### config.mk
export PLATFORM = sky130hd
export DESIGN_NAME = preif_pcgen
export DESIGN_NICKNAME = d
export VERILOG_FILES = /design/src/rtl/preif_pcgen_pkg.sv /design/src/rtl/preif_redirect_latch.sv /design/src/rtl/preif_pcgen.sv
export SDC_FILE = /design/constraint.sdc
export NUM_CORES = 1
export LEC_CHECK = 0
export BUFFER_PORTS_ARGS = -buffer_cell sky130_fd_sc_hd__buf_2
export CORE_ASPECT_RATIO = 1.75
export CORE_UTILIZATION = 44
export DETAILED_ROUTE_END_ITERATION = 10
export GPL_ROUTABILITY_DRIVEN = 0
export GPL_TIMING_DRIVEN = 0
export PLACE_DENSITY = 0.72
export SKIP_CTS_REPAIR_TIMING = 1
export SYNTH_ARGS = -nofsm -noshare
export SYNTH_HDL_FRONTEND = slang
export SYNTH_SLANG_ARGS = --single-unit
### constraint.sdc
create_clock -name clk -period 3 [get_ports clk]
set_input_delay 0.6 -clock clk [delete_from_list [all_inputs] [get_ports clk]]
set_output_delay 0.6 -clock clk [all_outputs]
set_load 0.005 [all_outputs]
### src/rtl/preif_pcgen_pkg.sv
// Shared CPU defines for the pre-IF PC generator: exception vector type,
// redirect priority levels, PC generator states and priority encoder helper.
package preif_pcgen_pkg;

    typedef struct packed {
        logic Interrupt;
        logic WrongAddressinIF;
        logic TLBRefillinIF;
        logic TLBInvalidinIF;
        logic ReservedInstruction;
        logic Syscall;
        logic Break;
        logic Eret;
        logic WrongAddressinMEM;
        logic TLBRefillinMEM;
        logic TLBInvalidinMEM;
        logic TLBModified;
        logic Overflow;
        logic RefetchFlush;
    } ExceptinPipeType;

    // Numeric order is the arbitration order: larger value wins.
    typedef enum logic [1:0] {
        PRIO_NONE    = 2'd0,
        PRIO_EXE     = 2'd1,
        PRIO_REFETCH = 2'd2,
        PRIO_EXC     = 2'd3
    } redirect_prio_e;

    typedef enum logic {
        ST_RUN  = 1'b0,
        ST_PEND = 1'b1
    } pcgen_state_e;

    localparam logic [31:0] PC_STEP = 32'd4;

    function automatic redirect_prio_e redirect_prio(input logic exc, input logic refetch,
                                                     input logic exe);
        redirect_prio_e p;
        if (exc) begin
            p = PRIO_EXC;
        end else if (refetch) begin
            p = PRIO_REFETCH;
        end else if (exe) begin
            p = PRIO_EXE;
        end else begin
            p = PRIO_NONE;
        end
        return p;
    endfunction

endpackage

### src/rtl/preif_redirect_latch.sv
// Holds a redirect target while the I-cache has not yet accepted the stale
// request; only a strictly higher-priority redirect may replace it.
module preif_redirect_latch
    import preif_pcgen_pkg::*;
(
    input  logic           clk,
    input  logic           resetn,
    input  logic           upd,
    input  logic           clr,
    input  redirect_prio_e in_prio,
    input  logic [31:0]    in_target,
    output logic [31:0]    eff_target
);

    redirect_prio_e prio_r;
    logic [31:0]    target_r;
    logic           higher_s;

    assign higher_s = (in_prio > prio_r);

    // Target seen by the PC register when leaving PEND, including a same-cycle stronger arrival
    always_comb begin
        if (higher_s) begin
            eff_target = in_target;
        end else begin
            eff_target = target_r;
        end
    end

    // Latch storage with strict-priority overwrite
    always_ff @(posedge clk or negedge resetn) begin
        if (!resetn) begin
            prio_r   <= PRIO_NONE;
            target_r <= 32'h0000_0000;
        end else if (clr) begin
            prio_r   <= PRIO_NONE;
            target_r <= 32'h0000_0000;
        end else if (upd && higher_s) begin
            prio_r   <= in_prio;
            target_r <= in_target;
        end else begin
            prio_r   <= prio_r;
            target_r <= target_r;
        end
    end

endmodule

### src/rtl/preif_pcgen.sv
// Pre-IF PC generator with redirect arbitration and stale-request kill.
// Branch-prediction targets are used only when PREIF_BPU_EN is defined.
module preif_pcgen
    import preif_pcgen_pkg::*;
#(
    parameter logic [31:0] RESET_PC = 32'hBFC0_0000
) (
    input  logic            clk,
    input  logic            resetn,
    input  logic            PREIF_Wr,
    input  logic            IF_BPUValid,
    input  logic [31:0]     IF_Target,
    input  logic            EXE_Redirect,
    input  logic [31:0]     EXE_RedirectPC,
    input  logic            MEM_Refetch,
    input  logic [31:0]     MEM_RefetchPC,
    input  logic            MEM_ExcValid,
    input  logic [31:0]     MEM_ExcPC,
    output logic            ibus_req,
    output logic [31:0]     ibus_addr,
    input  logic            ibus_addr_ok,
    output logic [31:0]     PREIF_PC,
    output ExceptinPipeType PREIF_ExceptType,
    output logic            PREIF_Valid,
    output logic            PREIF_Kill
);

    pcgen_state_e   state_r;
    logic [31:0]    pc_r;
    logic           valid_r;
    logic           req_s;
    logic           fire_s;
    logic           leave_s;
    logic           redirect_s;
    logic           latch_upd_s;
    logic           latch_clr_s;
    logic [31:0]    redir_target_s;
    logic [31:0]    latch_target_s;
    logic [31:0]    seq_pc_s;
    redirect_prio_e redir_prio_s;

    assign req_s        = valid_r && PREIF_Wr && (pc_r[1:0] == 2'b00);
    assign fire_s       = req_s && ibus_addr_ok;
    assign leave_s      = fire_s || !req_s;
    assign redir_prio_s = redirect_prio(MEM_ExcValid, MEM_Refetch, EXE_Redirect);
    assign redirect_s   = (redir_prio_s != PRIO_NONE);

    // Target of the winning redirect source
    always_comb begin
        case (redir_prio_s)
            PRIO_EXC:     redir_target_s = MEM_ExcPC;
            PRIO_REFETCH: redir_target_s = MEM_RefetchPC;
            PRIO_EXE:     redir_target_s = EXE_RedirectPC;
            default:      redir_target_s = pc_r;
        endcase
    end

`ifdef PREIF_BPU_EN
    // Sequential path: predicted-taken target or fall-through
    always_comb begin
        if (IF_BPUValid) begin
            seq_pc_s = IF_Target;
        end else begin
            seq_pc_s = pc_r + PC_STEP;
        end
    end
`else
    logic bpu_unused_s;
    assign bpu_unused_s = IF_BPUValid ^ (^IF_Target);

    // Sequential path is always fall-through without a predictor
    always_comb begin
        seq_pc_s = pc_r + PC_STEP;
    end
`endif

    // A stalled request cannot be retracted, so the redirect waits in the latch
    assign latch_upd_s = !leave_s && ((state_r == ST_PEND) || redirect_s);
    assign latch_clr_s = (state_r == ST_PEND) && leave_s;

    preif_redirect_latch u_latch (
        .clk        (clk),
        .resetn     (resetn),
        .upd        (latch_upd_s),
        .clr        (latch_clr_s),
        .in_prio    (redir_prio_s),
        .in_target  (redir_target_s),
        .eff_target (latch_target_s)
    );

    // PC / state / valid register
    always_ff @(posedge clk or negedge resetn) begin
        if (!resetn) begin
            state_r <= ST_RUN;
            pc_r    <= RESET_PC;
            valid_r <= 1'b0;
        end else begin
            valid_r <= 1'b1;
            case (state_r)
                ST_RUN: begin
                    if (redirect_s && leave_s) begin
                        pc_r    <= redir_target_s;
                        state_r <= ST_RUN;
                    end else if (redirect_s) begin
                        pc_r    <= pc_r;
                        state_r <= ST_PEND;
                    end else if (fire_s) begin
                        pc_r    <= seq_pc_s;
                        state_r <= ST_RUN;
                    end else begin
                        pc_r    <= pc_r;
                        state_r <= ST_RUN;
                    end
                end
                ST_PEND: begin
                    if (leave_s) begin
                        pc_r    <= latch_target_s;
                        state_r <= ST_RUN;
                    end else begin
                        pc_r    <= pc_r;
                        state_r <= ST_PEND;
                    end
                end
                default: begin
                    pc_r    <= pc_r;
                    state_r <= ST_RUN;
                end
            endcase
        end
    end

    // Alignment exception flag for the current PC
    always_comb begin
        PREIF_ExceptType = ExceptinPipeType'({$bits(ExceptinPipeType){1'b0}});
        PREIF_ExceptType.WrongAddressinIF = (pc_r[1:0] != 2'b00);
    end

    assign ibus_req    = req_s;
    assign ibus_addr   = pc_r;
    assign PREIF_PC    = pc_r;
    assign PREIF_Valid = valid_r;
    assign PREIF_Kill  = (state_r == ST_PEND) && fire_s;

endmodule

==> results of run 1 <==
worst register-to-register path: cells and delay by family, from the launching register on:
kind | cells | cell delay [ns]
buffers and inverters | 3 | 1.07
AO/OA/AOI/OAI | 3 | 0.92
AND/OR/NAND/NOR | 2 | 0.25
flip-flops | 1 | 0.44
layout make-up:
cell class | count | area share (%)
timing repair buffer | 175 | 12.7
clock buffer | 14 | 3.61
tap | 165 | 2.93
sequential | 68 | 24.3
multi-input combinational | 535 | 46.9
buffer | 98 | 8.28
inverter | 15 | 0.853
clock inverter | 2 | 0.498
Yosys cell counts (10+ instances only):
cell      number  share of area (%)
dfrtp_1       59                 27
buf_4         46                6.2
a31o_2        13                2.1
a21oi_1       23                2.1
o211ai_1      15                2.0
a31oi_1       14                1.6
nand2_1       63                4.3
inv_1         13               0.88
o31ai_1       14                1.9
nand3_1       39                3.5
a211oi_1      16                2.2
and3_1        10                1.1
nor3_1        19                1.7
nor2b_1       24                2.7
nor2_1        47                3.2
nor3b_1       17                2.3
o21ai_0       56                5.1
clkbuf_1      47                3.2
sequential cells by signal (all words and copies together), names as in the netlist:
signal and flops:
state_r 1, PREIF_PC 32, u_latch.target_r 32, u_latch.prio_r 2, PREIF_Valid 1
how the worst max path moves through the flow:
stage                                 endpoint  depth (start not counted)
after global routing      u_latch.target_r[10]                         11
after floorplan                    PREIF_PC[7]                         11
after global placement     u_latch.target_r[2]                         12
final                             PREIF_PC[13]                          7
after detailed placement   u_latch.target_r[2]                         12
after CTS                 u_latch.target_r[28]                         13
power groups by stage:
stage / clock network [W] / registers [W] / logic (W)
floorplan: 0 / 0.00146 / 0.00105
global placement: 0 / 0.00153 / 0.00162
detailed placement: 0 / 0.00154 / 0.00164
CTS: 0.00107 / 0.00152 / 0.00164
global route: 0.00110 / 0.00158 / 0.00187
finish: 0.00108 / 0.00154 / 0.00174
per-layer routing:
metal | vias to the layer above | share of wire, %
met1 | 2994 | 34
met2 | 524 | 48
met3 | 105 | 11
met4 | 0 | 6.5
li1 | 2987 | -
met5 | - | 0
through the flow:
step / power (W) / setup slack (ns)
floorplan: 0.00250 / 0.0598
global placement: 0.00314 / -1.27
detailed placement: 0.00317 / -1.21
CTS: 0.00423 / -0.872
global route: 0.00455 / 0.0107
finish: 0.00435 / 0.0572
cell families after synthesis:
kind of cell / synth area share (%)
AND/OR/NAND/NOR: 26.4
AO/OA/AOI/OAI: 30.0
buffers and inverters: 11.1
flip-flops: 30.9
multiplexers: 0.814
adder cells (fa/ha/maj): 0.678
other: 0.136
==> impl_metrics.env, run 1 <==
export IMPL_synth_seq_cells=68
export IMPL_fin_skew_ns=0.00836
export IMPL_hold_viol_final=0
export IMPL_routed_wl_um=22400
export IMPL_htree_levels=3
export IMPL_first_iter_violations=742
export IMPL_worstReg2RegEnd="PREIF_PC[13]"
export IMPL_crit_path_start_kind="input port"
export IMPL_layout_commonest_cell="buf_2"
export IMPL_post_route_cell_area_mm2=0.00704
export IMPL_r2r_cells=8
export IMPL_synth_cell_types=71
export IMPL_final_min_clock_period_ns=2.94
export IMPL_final_cell_mix="buf_2 (176), nand2_1 (63), dfrtp_1 (59)"
export IMPL_vias=6610
export IMPL_avgSynthCellArea_um2=7.84
export IMPL_path_max_fanout=10
export IMPL_tightest_slew_ns=1.01
export IMPL_seq_power_share_pct=35.3
export IMPL_syn_inst=706
export IMPL_cts_buffers_inserted=9
export IMPL_pwr_share_comb_pct=39.9
export IMPL_drtPass1Iterations=10
export IMPL_arrival_ns=3.13
export IMPL_grt_max_degree=69
export IMPL_ant_nets=0
export IMPL_multi_input_area_mm2=0.00330
export IMPL_cp_required_ns=3.19
export IMPL_max_freq_mhz=340
export IMPL_crit_top_cell="buf_2"
export IMPL_via_per_inst=6.17
export IMPL_synth_edf_count=0
export IMPL_met3_usage_pct=8.06
export IMPL_antenna_found_initial=0
export IMPL_p_leak_nw=3.20
export IMPL_seq_area_mm2=0.00171
export IMPL_cp_cell_sequence="buf_2 -> clkbuf_1 -> or4_1 -> mux2i_2 -> buf_2 -> buf_2 -> o221ai_1"
export IMPL_power_density_mw_per_mm2=618
export IMPL_crit_start="EXE_Redirect"
export IMPL_finalCritPeriodShare_pct=98.1
export IMPL_max_slew_margin_rel_pct=32.4
export IMPL_synth_flop_cell="dfrtp_1"
export IMPL_yosysWarnings=0
export IMPL_routedWlPerCell_um=20.9
export IMPL_final_util_pct=58.0
export IMPL_grt_pass1_wl_um=34100
export IMPL_gr_usage_all_layers_pct=35.2
export IMPL_drc=0
export IMPL_die_w_um=86.8
export IMPL_crit_slowest_cell="or4_1"
export IMPL_clock_power_share_pct=24.8
export IMPL_cts_sinks=68
export IMPL_p_switching_w=0.00167
export IMPL_synthesis_area_mm2=0.00554
export IMPL_final_nets=1041
export IMPL_drv_cap=0
export IMPL_place_inst=1053
export IMPL_crit_type="in -> reg"
export IMPL_globalRouteMet2Util_pct=57.4
export IMPL_clkLatencyLatePin_ns=0.35
export IMPL_hpwl_um=16600
export IMPL_synth_seq_area_share_pct=30.9
export IMPL_io_pins=217
export IMPL_cp_num_buf_inv=4
export IMPL_nFillCells=1186
export IMPL_fp_dieH_um=150
export IMPL_grtUsageMet1_pct=39.5
export IMPL_diodes=0
export IMPL_clk_pin_slew_worst_paths_ns=0.06
export IMPL_hp_class="in -> async"
export IMPL_p_int_w=0.00268
export IMPL_core_area_mm2=0.0121
export IMPL_setup_tns_ns=0
export IMPL_cts_root_buf="clkbuf_16"
export IMPL_cts_tree="built"
export IMPL_place_area_mm2=0.00665
export IMPL_hold_slack_ns=0.383
export IMPL_die_area_mm2=0.0131
export IMPL_rsz0062_at_grt="false"
export IMPL_fp_row_count=53
export IMPL_grt_pass1_vias=6259
export IMPL_ir_drop_v=0.000306
export IMPL_drive_gt1_share_pct=32.4
export IMPL_fin_cells=1072
export IMPL_cp_top_family="buffers and inverters"
export IMPL_r2r_slack_ns=0.17
export IMPL_slew_violations=0
export IMPL_worstReg2RegStart="PREIF_PC[1]"
export IMPL_setup_viol=0
export IMPL_swShare_pct=38.5
export IMPL_overflow=0
export IMPL_top_usage_layer="met2"
export IMPL_crit_path_end_kind="register"
export IMPL_async_reset_ff_share_pct=100
export IMPL_area_delta_synth_final_pct=27.2
export IMPL_start_util_pct=45.6
export IMPL_port_buffers=170
export IMPL_clockBufferDepth=2
export IMPL_run_status="complete, no violations"
export IMPL_cp_slowest_stage_delay_ns=0.59
Power figures use the tool's default switching activity.
==> run 2, diff against run 1 <==
- RECOVER_POWER: not set -> 25
==> run 2 against run 1 <==
Compared with the run above: the run now ends with max-capacitance violations, max-slew violations left; power hardly changed; wire length is 0.12% higher; critical path depth unchanged; worst hold slack gained 0.11 ns; sequential share of layout area hardly changed; flip-flop and latch count is the same.
==> impl_metrics.env, run 2 (same netlist as run 1, synthesis figures left out) <==
export IMPL_place_inst=1053
export IMPL_place_ws_ns=-1.21
export IMPL_clk_pin_slew_worst_paths_ns=0.06
export IMPL_die_area_mm2=0.0131
export IMPL_failed_checks="max-capacitance violations, max-slew violations"
export IMPL_area_delta_synth_final_pct=27.2
export IMPL_hold_start="u_latch.target_r[26]"
export IMPL_hp_class="reg -> reg"
export IMPL_htree_levels=3
export IMPL_place_area_mm2=0.00665
export IMPL_power_density_mw_per_mm2=618
export IMPL_max_freq_mhz=341
export IMPL_hold_viol_final=0
export IMPL_drv_cap=1
export IMPL_crit_type="in -> reg"
export IMPL_tightest_slew_ns=1.81
export IMPL_fin_cells=1072
export IMPL_met3_usage_pct=8.06
export IMPL_vias=6619
export IMPL_overflow=0
export IMPL_core_area_mm2=0.0121
export IMPL_cts_root_buf="clkbuf_16"
export IMPL_slew_violations=69
export IMPL_grt_pass1_wl_um=34100
export IMPL_final_min_clock_period_ns=2.94
export IMPL_first_iter_violations=742
export IMPL_worstReg2RegStart="PREIF_PC[1]"
export IMPL_setup_viol=0
export IMPL_die_w_um=86.8
export IMPL_io_pins=217
export IMPL_power_total_w=0.00435
export IMPL_drtPass1Iterations=9
export IMPL_grtUsageMet1_pct=39.5
export IMPL_drc=0
export IMPL_path_max_fanout=10
export IMPL_grt_max_degree=69
export IMPL_layout_commonest_cell="buf_2"
export IMPL_clkLatencyLatePin_ns=0.35
export IMPL_run_status="finished with violations"
export IMPL_fp_dieH_um=150
export IMPL_cts_sinks=68
export IMPL_final_cell_mix="buf_2 (176), nand2_1 (63), dfrtp_1 (59)"
export IMPL_grt_pass1_vias=6259
export IMPL_p_leak_nw=3.19
export IMPL_cts_tree="built"
export IMPL_gr_usage_all_layers_pct=35.2
export IMPL_ir_drop_v=0.000306
export IMPL_ant_nets=0
export IMPL_finalCritPeriodShare_pct=97.9
export IMPL_hpwl_um=16600
export IMPL_arrival_ns=3.12
export IMPL_crit_path_start_kind="input port"
export IMPL_globalRouteMet2Util_pct=57.4
export IMPL_cp_required_ns=3.19
export IMPL_antenna_found_initial=0
export IMPL_diodes=0
export IMPL_start_util_pct=45.6
export IMPL_top_usage_layer="met2"
export IMPL_cts_buffers_inserted=9
export IMPL_setup_ws_ns=0.0643
export IMPL_via_per_inst=6.17
export IMPL_crit_path_end_kind="register"
export IMPL_drive_gt1_share_pct=32.4
export IMPL_rsz0062_at_grt="false"
export IMPL_routed_wl_um=22500
export IMPL_hold_slack_ns=0.494
export IMPL_fin_skew_ns=0.00813
export IMPL_routedWlPerCell_um=20.9
export IMPL_final_nets=1041
export IMPL_clockBufferDepth=2
export IMPL_port_buffers=170
export IMPL_post_route_cell_area_mm2=0.00704
export IMPL_crit_start="EXE_Redirect"
export IMPL_fp_row_count=53
export IMPL_max_slew_margin_rel_pct=-20.8
[run 2: area by class of cell]
type / instances / area (µm²)
Sequential cell: 68 / 1710
Multi-Input combinational cell: 535 / 3300
Clock buffer: 14 / 254
Clock inverter: 2 / 35.0
Inverter: 15 / 60.1
Buffer: 98 / 583
Fill cell: 1187 / 5100
Timing Repair Buffer: 175 / 888
Tap cell: 165 / 206
[run 2: power by group]
| part | switching [W] | internal (W) |
|---|---|---|
| clock | 0.000412 | 0.000667 |
| sequential | 0.000301 | 0.00124 |
| combinational | 0.000959 | 0.000775 |
[run 2: worst paths after layout]
path,endpoint,cells past startpoint,slack [ns]
worst max-delay path,PREIF_PC[13],7,0.06
worst min register to register,u_latch.target_r[26],2,0.49
max in group asynchronous,u_latch.target_r[31],1,1.17
worst min-delay path,u_latch.target_r[26],2,0.49
min in group asynchronous,PREIF_PC[4],1,0.74
worst max register to register,PREIF_PC[13],8,0.16
[run 2: worst max-delay path, stage by stage]
cell and delay (ns):
buf_2 0.10, clkbuf_1 0.19, or4_1 0.59, mux2i_2 0.59
buf_2 0.44, buf_2 0.37, o221ai_1 0.22
[run 2: layer usage]
layer	vias up	part of all wire (%)	wire [µm]
met5	-	0	0
met4	0	6.7	1500
met3	112	11	2460
met2	523	48	10800
met1	3000	34	7730
li1	2984	-	-
[run 2: through the flow]
| step | setup TNS, ns | util (%) |
|---|---|---|
| floorplan | 0 | - |
| global placement | -59.75 | 54.8 |
| detailed placement | -60.42 | 54.8 |
| CTS | -38.07 | 57.2 |
| global route | 0 | 58.0 |
| finish | 0 | 58.0 |
==> run 3, diff against run 2 <==
- ABC_AREA: not set -> 1
==> run 3 against run 2 <==
Compared with the run above: largest cell class unchanged; final cell count increased by 19%; critical endpoint is now PREIF_PC[21]; sequential power hardly changed; worst hold slack worse by 0.46 ns; sequential share of layout area shrank 0.056 points; power is 5.4% higher; the run still ends with max-capacitance violations, max-slew violations left; utilization fell by 1.9 points; worst setup slack better by 0.31 ns; global-route usage decreased by 1.9 points; flip-flop and latch count is the same.
==> impl_metrics.env, run 3 <==
export IMPL_die_w_um=88.0
export IMPL_power_density_mw_per_mm2=650
export IMPL_cts_root_buf="clkbuf_16"
export IMPL_final_min_clock_period_ns=2.63
export IMPL_nFillCells=1316
export IMPL_avgSynthCellArea_um2=6.26
export IMPL_arrival_ns=2.85
export IMPL_ir_drop_v=0.000298
export IMPL_place_area_mm2=0.00682
export IMPL_swShare_pct=43.0
export IMPL_final_nets=1241
export IMPL_fp_dieH_um=152
export IMPL_start_util_pct=45.3
export IMPL_multi_input_area_mm2=0.00313
export IMPL_tightest_slew_ns=1.76
export IMPL_path_max_fanout=10
export IMPL_hpwl_um=16400
export IMPL_drc=0
export IMPL_p_switching_w=0.00197
export IMPL_cp_num_buf_inv=5
export IMPL_run_status="finished with violations"
export IMPL_cts_buffers_inserted=9
export IMPL_final_cell_mix="nand2_1 (266), buf_2 (186), nor2_1 (118)"
export IMPL_drive_gt1_share_pct=26.1
export IMPL_synth_edf_count=0
export IMPL_post_route_cell_area_mm2=0.00706
export IMPL_clk_pin_slew_worst_paths_ns=0.06
export IMPL_cts_tree="built"
export IMPL_clkLatencyLatePin_ns=0.34
export IMPL_max_freq_mhz=381
export IMPL_crit_top_cell="a21oi_1"
export IMPL_setup_tns_ns=0
export IMPL_synth_seq_cells=68
export IMPL_core_area_mm2=0.0126
export IMPL_ant_nets=0
export IMPL_async_reset_ff_share_pct=100
export IMPL_layout_commonest_cell="nand2_1"
export IMPL_overflow=0
export IMPL_cp_top_family="buffers and inverters"
export IMPL_grt_pass1_vias=6389
export IMPL_antenna_found_initial=0
export IMPL_synth_top_area_share_pct=25.9
export IMPL_failed_checks="max-capacitance violations, max-slew violations"
export IMPL_fp_row_count=54
export IMPL_port_buffers=169
export IMPL_syn_inst=909
export IMPL_synth_cell_types=37
export IMPL_die_area_mm2=0.0134
export IMPL_area_delta_synth_final_pct=24.0
export IMPL_grt_pass1_wl_um=33200
export IMPL_setup_viol=0
export IMPL_crit_type="in -> reg"
export IMPL_hp_class="in -> async"
export IMPL_max_slew_margin_rel_pct=-17.7
export IMPL_synth_seq_area_share_pct=30.1
export IMPL_synth_area_top_cells="dfrtp_1 (26%), nand2_1 (18%), nand3_1 (8.3%)"
export IMPL_hold_viol_final=0
export IMPL_power_total_w=0.00458
export IMPL_drtPass1Iterations=5
export IMPL_finalCritPeriodShare_pct=87.5
export IMPL_clockBufferDepth=2
export IMPL_io_pins=217
export IMPL_first_iter_violations=562
export IMPL_htree_levels=3
export IMPL_fin_skew_ns=0.00809
export IMPL_gr_usage_all_layers_pct=33.4
export IMPL_drv_cap=1
export IMPL_cp_cell_sequence="buf_2 -> inv_2 -> a21oi_1 -> ha_1 -> inv_1 -> nand2_1 -> nand2_1 -> nand2_1 -> buf_2 -> clkbuf_1 -> a21oi_1 -> a21oi_1 -> a21oi_1"
export IMPL_seq_area_mm2=0.00171
export IMPL_synthesis_area_mm2=0.00569
export IMPL_hold_slack_ns=0.0387
export IMPL_crit_path_start_kind="input port"
export IMPL_grt_max_degree=68
export IMPL_seq_power_share_pct=33.8
export IMPL_synthTopCellsByCount="nand2_1 (266), nor2_1 (118), nand3_1 (94)"
export IMPL_p_int_w=0.00261
export IMPL_routed_wl_um=21800
export IMPL_yosysWarnings=0
export IMPL_rsz0062_at_grt="false"
export IMPL_cp_required_ns=3.23
export IMPL_pwr_share_comb_pct=44.7
export IMPL_vias=6896
export IMPL_crit_slowest_cell="clkbuf_1"
export IMPL_crit_path_end_kind="register"
export IMPL_synth_flop_cell="dfrtp_1"
export IMPL_clock_power_share_pct=21.5
export IMPL_p_leak_nw=3.75
export IMPL_cts_sinks=68
export IMPL_yosysMostFrequentCell="nand2_1"
export IMPL_slew_violations=68
export IMPL_via_per_inst=5.42
export IMPL_diodes=0
export IMPL_cp_slowest_stage_delay_ns=0.59
export IMPL_yosys_area_top_type="dfrtp_1"
export IMPL_routedWlPerCell_um=17.1
-- run 3: per-layer routing --
layer | vias up | wire (µm) | GRT usage (%)
met1 | 3117 | 8070 | 39.4
met4 | 0 | 1170 | 18.4
met3 | 85 | 1740 | 4.55
met2 | 430 | 10800 | 56.8
met5 | - | 0 | 0
li1 | 3264 | - | -
-- run 3: stage by stage --
step / instances / util, % / setup slack (ns)
floorplan: 921 / - / 0.751
global placement: 1258 / 54.1 / 0.152
detailed placement: 1259 / 54.3 / 0.0869
CTS: 1273 / 56.4 / 0.431
global route: 1273 / 56.1 / 0.261
finish: 1273 / 56.1 / 0.374
-- run 3: logic make-up (layout without fill, tap and decap cells) --
group	count (synthesis)	in the layout	synth area share, %
buf+inv	170	354	15.7
flops	68	68	30.1
fa+ha+maj	3	3	0.660
other cells	2	14	0.132
simple gates	516	516	39.1
xor+xnor	5	5	0.769
compound gates	145	145	13.5
-- run 3: worst paths after layout --
check / start / cells past startpoint / endpoint / slack (ns)
max in group asynchronous: resetn / 2 / PREIF_Valid / 1.04
max reg2reg: u_latch.prio_r[1] / 10 / PREIF_PC[21] / 0.67
min reg2reg: u_latch.target_r[19] / 2 / u_latch.target_r[19] / 0.51
min in group clk: u_latch.target_r[19] / 2 / u_latch.target_r[19] / 0.51
max: MEM_Refetch / 13 / PREIF_PC[21] / 0.37
min: resetn / 1 / u_latch.target_r[11] / 0.04
-- run 3: power groups by stage --
stage | registers, W | logic (W) | clock network [W]
floorplan | 0.00148 | 0.00128 | 0
global placement | 0.00155 | 0.00197 | 0
detailed placement | 0.00156 | 0.00200 | 0
CTS | 0.00154 | 0.00202 | 0.000974
global route | 0.00159 | 0.00226 | 0.00102
finish | 0.00155 | 0.00205 | 0.000983
-- run 3: layout make-up --
class | instances | area share [%]
multi-input cells | 683 | 44.4
flip-flops and latches | 68 | 24.3
repair buffers | 170 | 12.0
plain buffers | 85 | 8.16
inverters | 85 | 4.52
clock buffers | 12 | 3.49
well taps | 168 | 2.98
clock inverters | 2 | 0.177
